[config.mk]
export PLATFORM = sky130hd
export DESIGN_NAME = seven_segment_reader
export DESIGN_NICKNAME = d
export VERILOG_FILES = /design/src/rtl/seven_segment_reader.sv
export SDC_FILE = /design/constraint.sdc
export NUM_CORES = 1
export LEC_CHECK = 0
export CAP_MARGIN = 20
export CORE_MARGIN = 5
export CORE_UTILIZATION = 45
export DETAILED_ROUTE_END_ITERATION = 16
export PLACE_DENSITY = 0.71
export SYNTH_ARGS = -nofsm -noshare
export SYNTH_HDL_FRONTEND = slang
export SYNTH_SLANG_ARGS = --single-unit
export TNS_END_PERCENT = 50
[constraint.sdc]
create_clock -name clk -period 2.12 [get_ports clk]
set_input_delay 0.212 -clock clk [delete_from_list [all_inputs] [get_ports clk]]
set_output_delay 0.212 -clock clk [all_outputs]
set_load 0.05 [all_outputs]
[src/rtl/seven_segment_reader.sv]
// seven_segment_reader: observes a multiplexed active-low 7-segment bus,
// debounces scan transitions with a match counter, decodes the glyph of the
// enabled digit and assembles complete frames of digit values.
//
// state  | meaning
// TRACK  | sample changing or still counting (cnt < STABLE_CYCLES-1)
// ARMED  | one more identical sample triggers the capture
// LOCKED | pattern already captured; hold without re-capturing
module seven_segment_reader #(
    parameter int DIGITS        = 4,
    parameter int STABLE_CYCLES = 4
) (
    input  logic                  clk,
    input  logic                  rst,
    input  logic [6:0]            seg_in,
    input  logic [DIGITS-1:0]     an_in,
    output logic [4*DIGITS-1:0]   digit_value,
    output logic [DIGITS-1:0]     digit_blank,
    output logic [4*DIGITS-1:0]   frame_value,
    output logic                  frame_valid,
    output logic                  decode_error,
    output logic [7:0]            err_count
);

    localparam int SW = DIGITS + 7;
    localparam logic [7:0] CNT_MAX = 8'(STABLE_CYCLES);
    localparam logic [7:0] CNT_ARM = 8'(STABLE_CYCLES - 1);

    typedef enum logic [1:0] {TRACK, ARMED, LOCKED} state_t;

    state_t                state_q, state_d;
    logic [SW-1:0]         s_q;
    logic [7:0]            cnt_q, cnt_d;
    logic [4*DIGITS-1:0]   digit_value_q, digit_value_d;
    logic [DIGITS-1:0]     digit_blank_q, digit_blank_d;
    logic [4*DIGITS-1:0]   frame_value_q, frame_value_d;
    logic                  frame_valid_q, frame_valid_d;
    logic                  decode_error_q, decode_error_d;
    logic [7:0]            err_count_q, err_count_d;
    logic [DIGITS-1:0]     seen_q, seen_d;

    logic [SW-1:0]         sample;
    logic                  same;
    logic                  capture;
    logic [DIGITS-1:0]     an_low;
    logic                  one_hot;
    logic [4:0]            glyph;

    // Returns {legal, value}; blank decodes to value 4'hF.
    function automatic logic [4:0] decode_glyph(input logic [6:0] g);
        logic [4:0] r;
        case (g)
            7'b1000000: r = {1'b1, 4'd0};
            7'b1111001: r = {1'b1, 4'd1};
            7'b0100100: r = {1'b1, 4'd2};
            7'b0110000: r = {1'b1, 4'd3};
            7'b0011001: r = {1'b1, 4'd4};
            7'b0010010: r = {1'b1, 4'd5};
            7'b0000010: r = {1'b1, 4'd6};
            7'b1111000: r = {1'b1, 4'd7};
            7'b0000000: r = {1'b1, 4'd8};
            7'b0010000: r = {1'b1, 4'd9};
            7'b1111111: r = {1'b1, 4'hF};
            default:    r = {1'b0, 4'h0};
        endcase
        return r;
    endfunction

    assign sample  = {an_in, seg_in};
    assign same    = (sample == s_q);
    assign an_low  = ~s_q[SW-1:7];
    assign one_hot = (an_low != '0) && ((an_low & (an_low - DIGITS'(1))) == '0);
    assign glyph   = decode_glyph(s_q[6:0]);
    assign capture = (state_q == ARMED) && same;

    // Match counter and FSM next state; the state mirrors where cnt lands.
    always_comb begin
        cnt_d   = cnt_q;
        state_d = TRACK;
        if (!same) begin
            cnt_d = 8'd1;
        end else if (cnt_q >= CNT_MAX) begin
            cnt_d = CNT_MAX;
        end else begin
            cnt_d = cnt_q + 8'd1;
        end
        if (cnt_d == CNT_MAX) begin
            state_d = LOCKED;
        end else if (cnt_d == CNT_ARM) begin
            state_d = ARMED;
        end
    end

    // Capture handling: digit update, frame assembly and error accounting.
    always_comb begin
        digit_value_d  = digit_value_q;
        digit_blank_d  = digit_blank_q;
        frame_value_d  = frame_value_q;
        seen_d         = seen_q;
        frame_valid_d  = 1'b0;
        decode_error_d = 1'b0;
        err_count_d    = err_count_q;
        if (capture && (an_low != '0)) begin
            if (one_hot && glyph[4]) begin
                for (int i = 0; i < DIGITS; i++) begin
                    if (an_low[i]) begin
                        digit_value_d[4*i +: 4] = glyph[3:0];
                        digit_blank_d[i]        = (glyph[3:0] == 4'hF);
                        seen_d[i]               = 1'b1;
                    end
                end
                if (&seen_d) begin
                    frame_value_d = digit_value_d;
                    frame_valid_d = 1'b1;
                    seen_d        = '0;
                end
            end else begin
                decode_error_d = 1'b1;
            end
        end
        if (decode_error_d && (err_count_q != 8'hFF)) begin
            err_count_d = err_count_q + 8'd1;
        end
    end

    // State registers with synchronous reset.
    always_ff @(posedge clk) begin
        if (rst) begin
            state_q        <= TRACK;
            s_q            <= '1;
            cnt_q          <= 8'd0;
            digit_value_q  <= '1;
            digit_blank_q  <= '1;
            frame_value_q  <= '1;
            frame_valid_q  <= 1'b0;
            decode_error_q <= 1'b0;
            err_count_q    <= 8'd0;
            seen_q         <= '0;
        end else begin
            state_q        <= state_d;
            s_q            <= sample;
            cnt_q          <= cnt_d;
            digit_value_q  <= digit_value_d;
            digit_blank_q  <= digit_blank_d;
            frame_value_q  <= frame_value_d;
            frame_valid_q  <= frame_valid_d;
            decode_error_q <= decode_error_d;
            err_count_q    <= err_count_d;
            seen_q         <= seen_d;
        end
    end

    assign digit_value  = digit_value_q;
    assign digit_blank  = digit_blank_q;
    assign frame_value  = frame_value_q;
    assign frame_valid  = frame_valid_q;
    assign decode_error = decode_error_q;
    assign err_count    = err_count_q;

endmodule

# [Yosys cells after proc, flatten, opt, wreduce, memory -nomap -nowiden]
# Index checks and enable logic that the tools add are counted.
[op_classes] add_sub_neg=3 n_lt_le_gt_ge=1 n_eq_ne=16 n_mux=25 n_bitwise=4 reduce_logical=17
[op_table] operator="$pmux W5 S11" n=1
[op_table] operator="$eq A7 B7 Y1 const B" n=4
[op_table] operator="$eq A7 B5 Y1 const B" n=3
[op_table] operator="$mux W4" n=5
[op_table] operator="$add A8 B1 Y8 const B" n=2
[op_table] operator="$mux W1" n=16
[op_table] operator="$mux W8" n=2
[op_table] operator="$eq A7 B6 Y1 const B" n=2
[op_table] operator="$reduce_and A3 Y1" n=4
[op_table] operator="$eq A11 B11 Y1" n=1
[op_table] operator="$eq A8 B2 Y1 const B" n=1
[op_table] operator="$eq A8 B3 Y1 const B" n=1
[op_table] operator="$ge A8 B3 Y1 const B" n=1
[op_table] operator="$ne A8 B8 Y1 const B" n=1
[op_table] operator="$eq A7 B2 Y1 const B" n=1
[op_table] operator="$logic_not A7 Y1" n=1
[op_table] operator="$reduce_and A6 Y1" n=1
[op_table] operator="$logic_and A1 B1 Y1" n=5
[op_table] operator="$and A4 B4 Y4" n=1
[op_table] operator="$eq A4 B4 Y1 const B" n=1
[op_table] operator="$logic_not A4 Y1" n=1
[op_table] operator="$not A4 Y4" n=1
[op_table] operator="$reduce_and A4 Y1" n=1
[op_table] operator="$reduce_bool A4 Y1" n=1
[op_table] operator="other kinds (7)" n=8
[word_totals] reg_bits=71 in_bits=13 elab_cells=80

# [Logic depth before layout (Yosys ltp)]
# Gate-level depths: netlist of the first run.
[depth] depth_word=10 ltp_mapped=9 depth_no_buf=6

# [Worst setup path after synthesis of the first run]
# Ideal clock, no wire load.
[synth_timing] kind="register to register" start="reg s_q[5]" end="reg frame_value_q[0], in the netlist frame_value[0]" setup_time_ps=117 arrival_ps=2154 required_ps=2003 setup_slack_ps=-152 stages_incl_launch_ff=10 period_less_slack_ps=2272 path_cell_list="dfxtp_1 buf_6 or3_4 a2111oi_4 a211oi_2 a2111oi_2 buf_6 buf_12 mux2i_1 nand2b_1"
[synth_between] elab_chain_len=4 elab_cells_between_ends=18 classes_between="eq/ne (11); mux (2); reduce/logical (5)"
[synth_lines] element="from (decl)" line_no="32" text="logic [SW-1:0] s_q;"
[synth_lines] element="from (signal assigned)" line_no="141" text="s_q <= sample;"
[synth_lines] element="$eq A7 B7 Y1 (tied with other cells)" line_no="52" text="case (g)"
[synth_lines] element="$pmux W5 S11 / $logic_and A1 B1 Y1 (equally long branches)" line_no="52, 74"
[synth_lines] element="$logic_and A1 B1 Y1 (on tied branches)" line_no="104, 103"
[synth_lines] element="$reduce_and A6 Y1 (no line)"
[synth_lines] element="to (signal assigned)" line_no="145" text="frame_value_q <= frame_value_d;"
[synth_lines] element="to (decl)" line_no="36" text="logic [4*DIGITS-1:0] frame_value_q, frame_value_d;"
# Parallel ways exist; a longest one is shown, timed or not.
# A chain may end at the register's enable or synchronous reset.

# [Worst setup path after layout of the first run]
[layout_timing] start="reg s_q[3]" end="reg frame_value_q[10], in the netlist frame_value[10]"
# Same word-level chain as after synthesis.

==> results of run 1 <==
==> area by class of cell <==
type / instances / share of cell area [%]
Inverter: 12 / 1.01
Clock buffer: 12 / 3.27
Clock inverter: 3 / 0.987
Multi-Input combinational cell: 228 / 39.6
Timing Repair Buffer: 96 / 20.1
Sequential cell: 71 / 32.2
Tap cell: 99 / 2.79
==> state kept, by name (all words and copies together) (netlist names) <==
signal and flops:
frame_valid 1, state_q 2, decode_error 1, frame_value 16
seen_q 4, err_count 8, cnt_q 8, digit_value 16
digit_blank 4, s_q 11
==> cell usage in the layout, fill, tap and decap left out, types with 2 or more instances in the layout <==
master           netlist  final
clkbuf_8               0     10
buf_4                  1     33
nor4_2                 2      3
a31oi_1                2      2
conb_1                 1      5
nand4b_1               2      2
nor3_2                 0      2
clkbuf_1               8      2
mux2i_1               36     36
and3_1                 4      4
nand2b_1              17     16
inv_1                 12     11
a211oi_1               3      3
a21boi_1               4      4
a2111oi_4              2      3
clkdlybuf4s50_1        0     56
nor2_1                30     30
or4_1                  5      5
ha_1                   3      3
nor4b_1                2      2
xor2_1                12     12
dfxtp_1               71     68
a21oi_2                0      4
a21oi_1               13      9
o21ai_0                7      6
nand4_1                3      3
nand3_1                9      8
buf_6                  8      4
nor3_1                 9      7
dfxtp_4                0      2
nand3b_1               3      3
mux2_2                16     16
o31ai_1                4      4
or2_2                 11     11
or3_4                  2      6
or3_1                  8      4
==> routing by layer <==
| layer | track usage [%] | vias up | wire [microns] |
|---|---|---|---|
| li1 | - | 1328 | - |
| met1 | 23.5 | 1278 | 3580 |
| met2 | 28.7 | 54 | 3680 |
| met3 | 4.77 | 7 | 392 |
| met4 | 6.04 | 0 | 55 |
| met5 | 0 | - | 0 |
==> synthesized netlist by cell type (2+ instances only) <==
library cell / number
a21oi_1: 13
nor2_1: 30
nor4_2: 2
or2_2: 11
mux2i_1: 36
nor4b_1: 2
or4_1: 5
a2111oi_4: 2
nand3b_1: 3
and3_1: 4
nand4b_1: 2
buf_2: 6
dfxtp_1: 71
nand4_1: 3
inv_1: 12
clkbuf_1: 8
nand2b_1: 17
ha_1: 3
mux2_2: 16
a31oi_1: 2
o21ai_0: 7
buf_6: 8
or3_1: 8
a21boi_1: 4
o31ai_1: 4
a211oi_1: 3
nand3_1: 9
or3_4: 2
xor2_1: 12
nor3_1: 9
==> repair_timing <==
item,4_1_cts,5_1_grt
gates resized for setup,11,16
pin swaps,5,4
endpoints found under the hold margin,0,0
setup buffers,3,2
setup endpoints to repair,44,48
gates cloned,0,1
==> final timing paths <==
kind | slack, ns | endpoint | depth (start not counted)
min | 0.17 | s_q[7]$_SDFF_PP1_ | 2
max | -0.03 | frame_value[10]$_SDFFE_PP1P_ | 7
min reg2reg | 0.45 | seen_q[3]$_SDFFE_PP0P_ | 2
max reg2reg | -0.03 | frame_value[10]$_SDFFE_PP1P_ | 7
==> kinds of logic after synthesis <==
| family | Yosys count | synth area share, % |
|---|---|---|
| AO/OA/AOI/OAI | 41 | 9.39 |
| buffers and inverters | 36 | 6.71 |
| other | 1 | 0.113 |
| multiplexers | 52 | 16.3 |
| adder cells (fa/ha/maj) | 3 | 1.13 |
| flip-flops | 71 | 42.9 |
| AND/OR/NAND/NOR | 114 | 20.1 |
| XOR/XNOR | 13 | 3.43 |
==> power by group through the flow <==
| stage | Clock, uW | Sequential, uW | Combinational [uW] |
|---|---|---|---|
| floorplan | 0 | 1390 | 156 |
| global placement | 0 | 1390 | 237 |
| CTS | 1080 | 1360 | 249 |
| detailed placement | 0 | 1400 | 240 |
| finish | 1060 | 1360 | 260 |
| global route | 1150 | 1360 | 284 |
==> metrics by stage <==
step | instance area, sq um | TNS, ns | hold slack (ns) | total power, uW | instances
floorplan | 3340 | -1.36 | 0.319 | 1540 | 335
global placement | 4120 | -12.69 | 0.433 | 1630 | 500
detailed placement | 4120 | -12.83 | 0.443 | 1640 | 500
CTS | 4370 | -0.369 | 0.364 | 2690 | 518
global route | 4440 | -3.51 | 0.169 | 2800 | 521
finish | 4440 | -0.106 | 0.166 | 2680 | 521
==> impl_metrics.env, run 1 <==
export IMPL_avgSynthCellArea_sq_um=10.0
export IMPL_violations="setup timing"
export IMPL_postRouteAntennaNets=0
export IMPL_endpoint_kind="flip-flop"
export IMPL_seq_power_share_pct=50.9
export IMPL_slew_headroom_pct=62.2
export IMPL_cp_start_kind="flip-flop"
export IMPL_finalWirelength_microns=7710
export IMPL_hold_buffers=0
export IMPL_overflow=0
export IMPL_vias_per_cell=5.12
export IMPL_crit_family="compound AO/OA/AOI/OAI gates"
export IMPL_switching_share_pct=23.5
export IMPL_ys_flop_type="dfxtp_1"
export IMPL_first_global_vias=2592
export IMPL_postSynth_asyncResetShare_pct=0
export IMPL_insertion_delay_ns=0.34
export IMPL_ios=59
export IMPL_port_buffers=58
export IMPL_finalMaxSlewViolations=0
export IMPL_fin_nets=434
export IMPL_p_sw_uw=631
export IMPL_synth_largest_area_cell="dfxtp_1"
export IMPL_setup_ws_ns=-0.0321
export IMPL_dr_first_iter_drc_count=99
export IMPL_outcome="complete, but fails checks"
export IMPL_critPathSlowestCell="or3_4"
export IMPL_fin_skew_ns=0.00891
export IMPL_worst_path_most_repeated_cell="a2111oi_4"
export IMPL_cp_data_required_time_ns=2.35
export IMPL_post_route_period_util_pct=102
export IMPL_finalHoldViolCount=0
export IMPL_drcViolationCount=0
export IMPL_cts_tree="built"
export IMPL_core_sq_mm=0.00721
export IMPL_synth_seq_cells=71
export IMPL_grt_max_degree=33
export IMPL_rsz0062_at_grt="yes"
export IMPL_max_freq_mhz=465
export IMPL_path_cells="or3_4 > a2111oi_4 > nor2_2 > a2111oi_4 > buf_6 > mux2i_1 > nand2b_1"
export IMPL_wl_per_cell_microns=14.8
export IMPL_die_height_microns=95.9
export IMPL_utilization_pct=61.5
export IMPL_syn_inst=331
export IMPL_nFillCells=625
export IMPL_slowest_delay_ns=0.38
export IMPL_multi_input_area_sq_mm=0.00176
export IMPL_critPathBufInv=1
export IMPL_place_ws_ns=-0.308
export IMPL_p_clk_share_pct=39.4
export IMPL_power_per_cell_area_mw_per_mm2=604
export IMPL_drive_above_1_share_pct=25.8
export IMPL_register_area_sq_mm=0.00143
export IMPL_p_int_uw=2050
export IMPL_vdd_drop_max_mv=0.451
export IMPL_setup_viol=13
export IMPL_worstSetupStartpoint="s_q[3]$_SDFF_PP1_"
export IMPL_cp_arrival_ns=2.38
export IMPL_place_hpwl_microns=5590
export IMPL_die_area_sq_mm=0.00919
export IMPL_finalCriticalPeriod_ns=2.15
export IMPL_area_delta_synth_final_pct=33.8
export IMPL_vias=2667
export IMPL_tightestPinTransition_ns=0.567
export IMPL_antenna_found_initial=0
export IMPL_htree_num_levels=3
export IMPL_antenna_cells=0
export IMPL_synthTopCellsByArea="dfxtp_1 (43%), mux2i_1 (11%), mux2_2 (5.4%), nor2_1 (3.4%), nand2b_1 (3.2%)"
export IMPL_holdCritStartpoint="an_in[0]"
export IMPL_netlist_area_sq_mm=0.00332
export IMPL_rr_startpoint="s_q[3]$_SDFF_PP1_"
export IMPL_gp_congestion=0.851
export IMPL_ys_warn_count=0
export IMPL_seq_area_frac_synth_pct=42.9
export IMPL_path_max_fanout=9
export IMPL_synth_top_area_share_pct=42.9
export IMPL_track_usage_pct=18.0
export IMPL_clockBufferDepth=2
export IMPL_die_w_microns=95.9
export IMPL_synth_edf_count=0
export IMPL_drv_cap=0
export IMPL_combPwrFrac_pct=9.7
export IMPL_synth_distinct_cells=47
export IMPL_dr_pass1_iters=4
export IMPL_p_leak_uw=0.00175
export IMPL_initial_utilization_pct=46.0
export IMPL_hold_path_class="input pin to flip-flop"
export IMPL_grt_pass1_wl_microns=12800
export IMPL_path_clk_slew_ns=0.07
export IMPL_clock_root_buffer="clkbuf_8"
export IMPL_cts_buffers=9
export IMPL_path_class="flip-flop to flip-flop"
export IMPL_rows=31
export IMPL_clkSinkCount=71
No activity file was read; power rests on OpenSTA's default activity.
==> run 2, diff against run 1 <==
--- a/config.mk
+++ b/config.mk
@@ -5,8 +5,7 @@
 export SDC_FILE = /design/constraint.sdc
 export NUM_CORES = 1
 export LEC_CHECK = 0
-export CAP_MARGIN = 20
-export CORE_MARGIN = 5
+export CORE_MARGIN = 4
 export CORE_UTILIZATION = 45
 export DETAILED_ROUTE_END_ITERATION = 16
 export PLACE_DENSITY = 0.71
==> run 2 against run 1 <==
The flow still finishes with violations (setup timing). Sequential power about the same. Critical path depth unchanged. Sequential share of layout area increased by 0.16 points. Critical endpoint is now frame_value[0]$_SDFFE_PP1P_.
==> impl_metrics.env, run 2 (same netlist as run 1, synthesis figures left out) <==
export IMPL_outcome="complete, but fails checks"
export IMPL_violations="setup timing"
export IMPL_drive_above_1_share_pct=24.5
export IMPL_layout_commonest_cell="dfxtp_1"
export IMPL_rows=31
export IMPL_cp_start_kind="flip-flop"
export IMPL_insertion_delay_ns=0.35
export IMPL_cts_buffers=9
export IMPL_ios=59
export IMPL_htree_num_levels=3
export IMPL_setup_ws_ns=-0.0472
export IMPL_cp_arrival_ns=2.41
export IMPL_p_leak_uw=0.00173
export IMPL_dr_pass1_iters=4
export IMPL_first_global_vias=2550
export IMPL_slew_headroom_pct=63.3
export IMPL_path_clk_slew_ns=0.07
export IMPL_path_class="flip-flop to flip-flop"
export IMPL_nFillCells=632
export IMPL_wl_per_cell_microns=14.9
export IMPL_setup_viol=20
export IMPL_fin_nets=428
export IMPL_die_height_microns=93.9
export IMPL_antenna_found_initial=0
export IMPL_reg2reg_slack_ns=-0.05
export IMPL_place_ws_ns=-0.384
export IMPL_endpoint_kind="flip-flop"
export IMPL_die_area_sq_mm=0.00881
export IMPL_vdd_drop_max_mv=0.385
export IMPL_most_common_layout_cells="dfxtp_1 (66), clkdlybuf4s50_1 (57), mux2i_1 (36), nor2_1 (30), buf_4 (27)"
export IMPL_grt_pass1_wl_microns=12500
export IMPL_tightestPinTransition_ns=0.551
export IMPL_place_hpwl_microns=5440
export IMPL_path_max_fanout=18
export IMPL_cp_data_required_time_ns=2.37
export IMPL_vias_per_cell=5.11
export IMPL_fin_skew_ns=0.00668
export IMPL_max_freq_mhz=461
export IMPL_post_route_period_util_pct=102
export IMPL_dr_first_iter_drc_count=101
export IMPL_track_usage_pct=17.9
export IMPL_placedCellCount=500
export IMPL_core_sq_mm=0.00721
export IMPL_clock_root_buffer="clkbuf_8"
export IMPL_cts_tree="built"
export IMPL_drcViolationCount=0
export IMPL_overflow=0
export IMPL_vias=2631
export IMPL_gp_congestion=0.785
export IMPL_port_buffers=58
export IMPL_initial_utilization_pct=46.0
export IMPL_fin_cells=515
export IMPL_hold_buffers=0
export IMPL_drv_cap=0
export IMPL_postRouteAntennaNets=0
export IMPL_post_cts_buffers=0
export IMPL_die_w_microns=93.9
export IMPL_finalPower_uw=2810
export IMPL_clockBufferDepth=2
export IMPL_clkSinkCount=71
export IMPL_finalMaxSlewViolations=0
export IMPL_grt_max_degree=38
export IMPL_hold_path_class="input pin to flip-flop"
export IMPL_finalHoldViolCount=0
export IMPL_area_delta_synth_final_pct=33.2
export IMPL_finalWirelength_microns=7650
export IMPL_setup_tns_ns=-0.559
export IMPL_antenna_cells=0
export IMPL_rsz0062_at_grt="yes"
export IMPL_power_per_cell_area_mw_per_mm2=637
export IMPL_finalCriticalPeriod_ns=2.17
==> run 2: cell count changes in the layout (fill, tap and decap cells not counted), sizes merged <==
cell / before / now
dlymetal6s2s: 1 / 0
bufinv: 1 / 2
buf: 39 / 33
clkinv: 2 / 1
clkbuf: 12 / 10
clkinvlp: 0 / 1
inv: 12 / 13
clkdlybuf4s50: 56 / 57
==> run 2: critical path, stage by stage (launching register included) <==
cell and delay (ns):
dfxtp_2 0.33, or3_4 0.41, a2111oi_4 0.34, nor2_2 0.12
a2111oi_4 0.35, buf_12 0.22, mux2i_1 0.21, nand2b_1 0.06
==> run 2: power by group <==
group	internal [uW]	leakage, uW	switching, uW
Clock	690	0.000109	510
Combinational	124	0.00104	127
Sequential	1350	0.000578	14.4
==> run 2: through the flow <==
| step | hold WS (ns) | utilization [%] | instance area [sq um] |
|---|---|---|---|
| after detailed placement | 0.440 | 57.4 | 4140 |
| final | 0.355 | 61.2 | 4420 |
| after global placement | 0.431 | 57.4 | 4140 |
| after floorplan | 0.319 | - | 3340 |
| after CTS | 0.348 | 60.8 | 4390 |
| after global routing | 0.385 | 61.2 | 4420 |
==> run 2: what timing repair did <==
action / 4_1_cts / 5_1_grt
pin swaps: 3 / 4
gates resized for setup: 9 / 9
setup endpoints to repair: 46 / 49
cloned: 0 / 0
==> run 2: routing by layer <==
layer	track usage [%]	routed length [microns]	part of all wire (%)	vias to the layer above
met5	0	0	0	-
met4	4.93	123	1.6	0
met3	5.93	358	4.7	12
met2	28.9	3680	48	63
met1	23.0	3490	46	1242
li1	-	-	-	1314
==> run 2: worst paths after layout <==
path | start | to | cells past startpoint
max | s_q[0]$_SDFF_PP1_ | frame_value[0]$_SDFFE_PP1P_ | 7
min | rst | frame_valid$_SDFF_PP0_ | 2
max reg2reg | s_q[0]$_SDFF_PP1_ | frame_value[0]$_SDFFE_PP1P_ | 7
min reg2reg | seen_q[1]$_SDFFE_PP0P_ | seen_q[1]$_SDFFE_PP0P_ | 2
==> run 2: layout make-up <==
type / instances / area, sq um / area share (%)
sequential: 71 / 1430 / 32.4
timing repair buffer: 90 / 861 / 19.5
inverter: 12 / 45.0 / 1.02
clock inverter: 5 / 81.3 / 1.84
multi-input combinational: 228 / 1740 / 39.3
tap: 99 / 124 / 2.80
clock buffer: 10 / 138 / 3.12
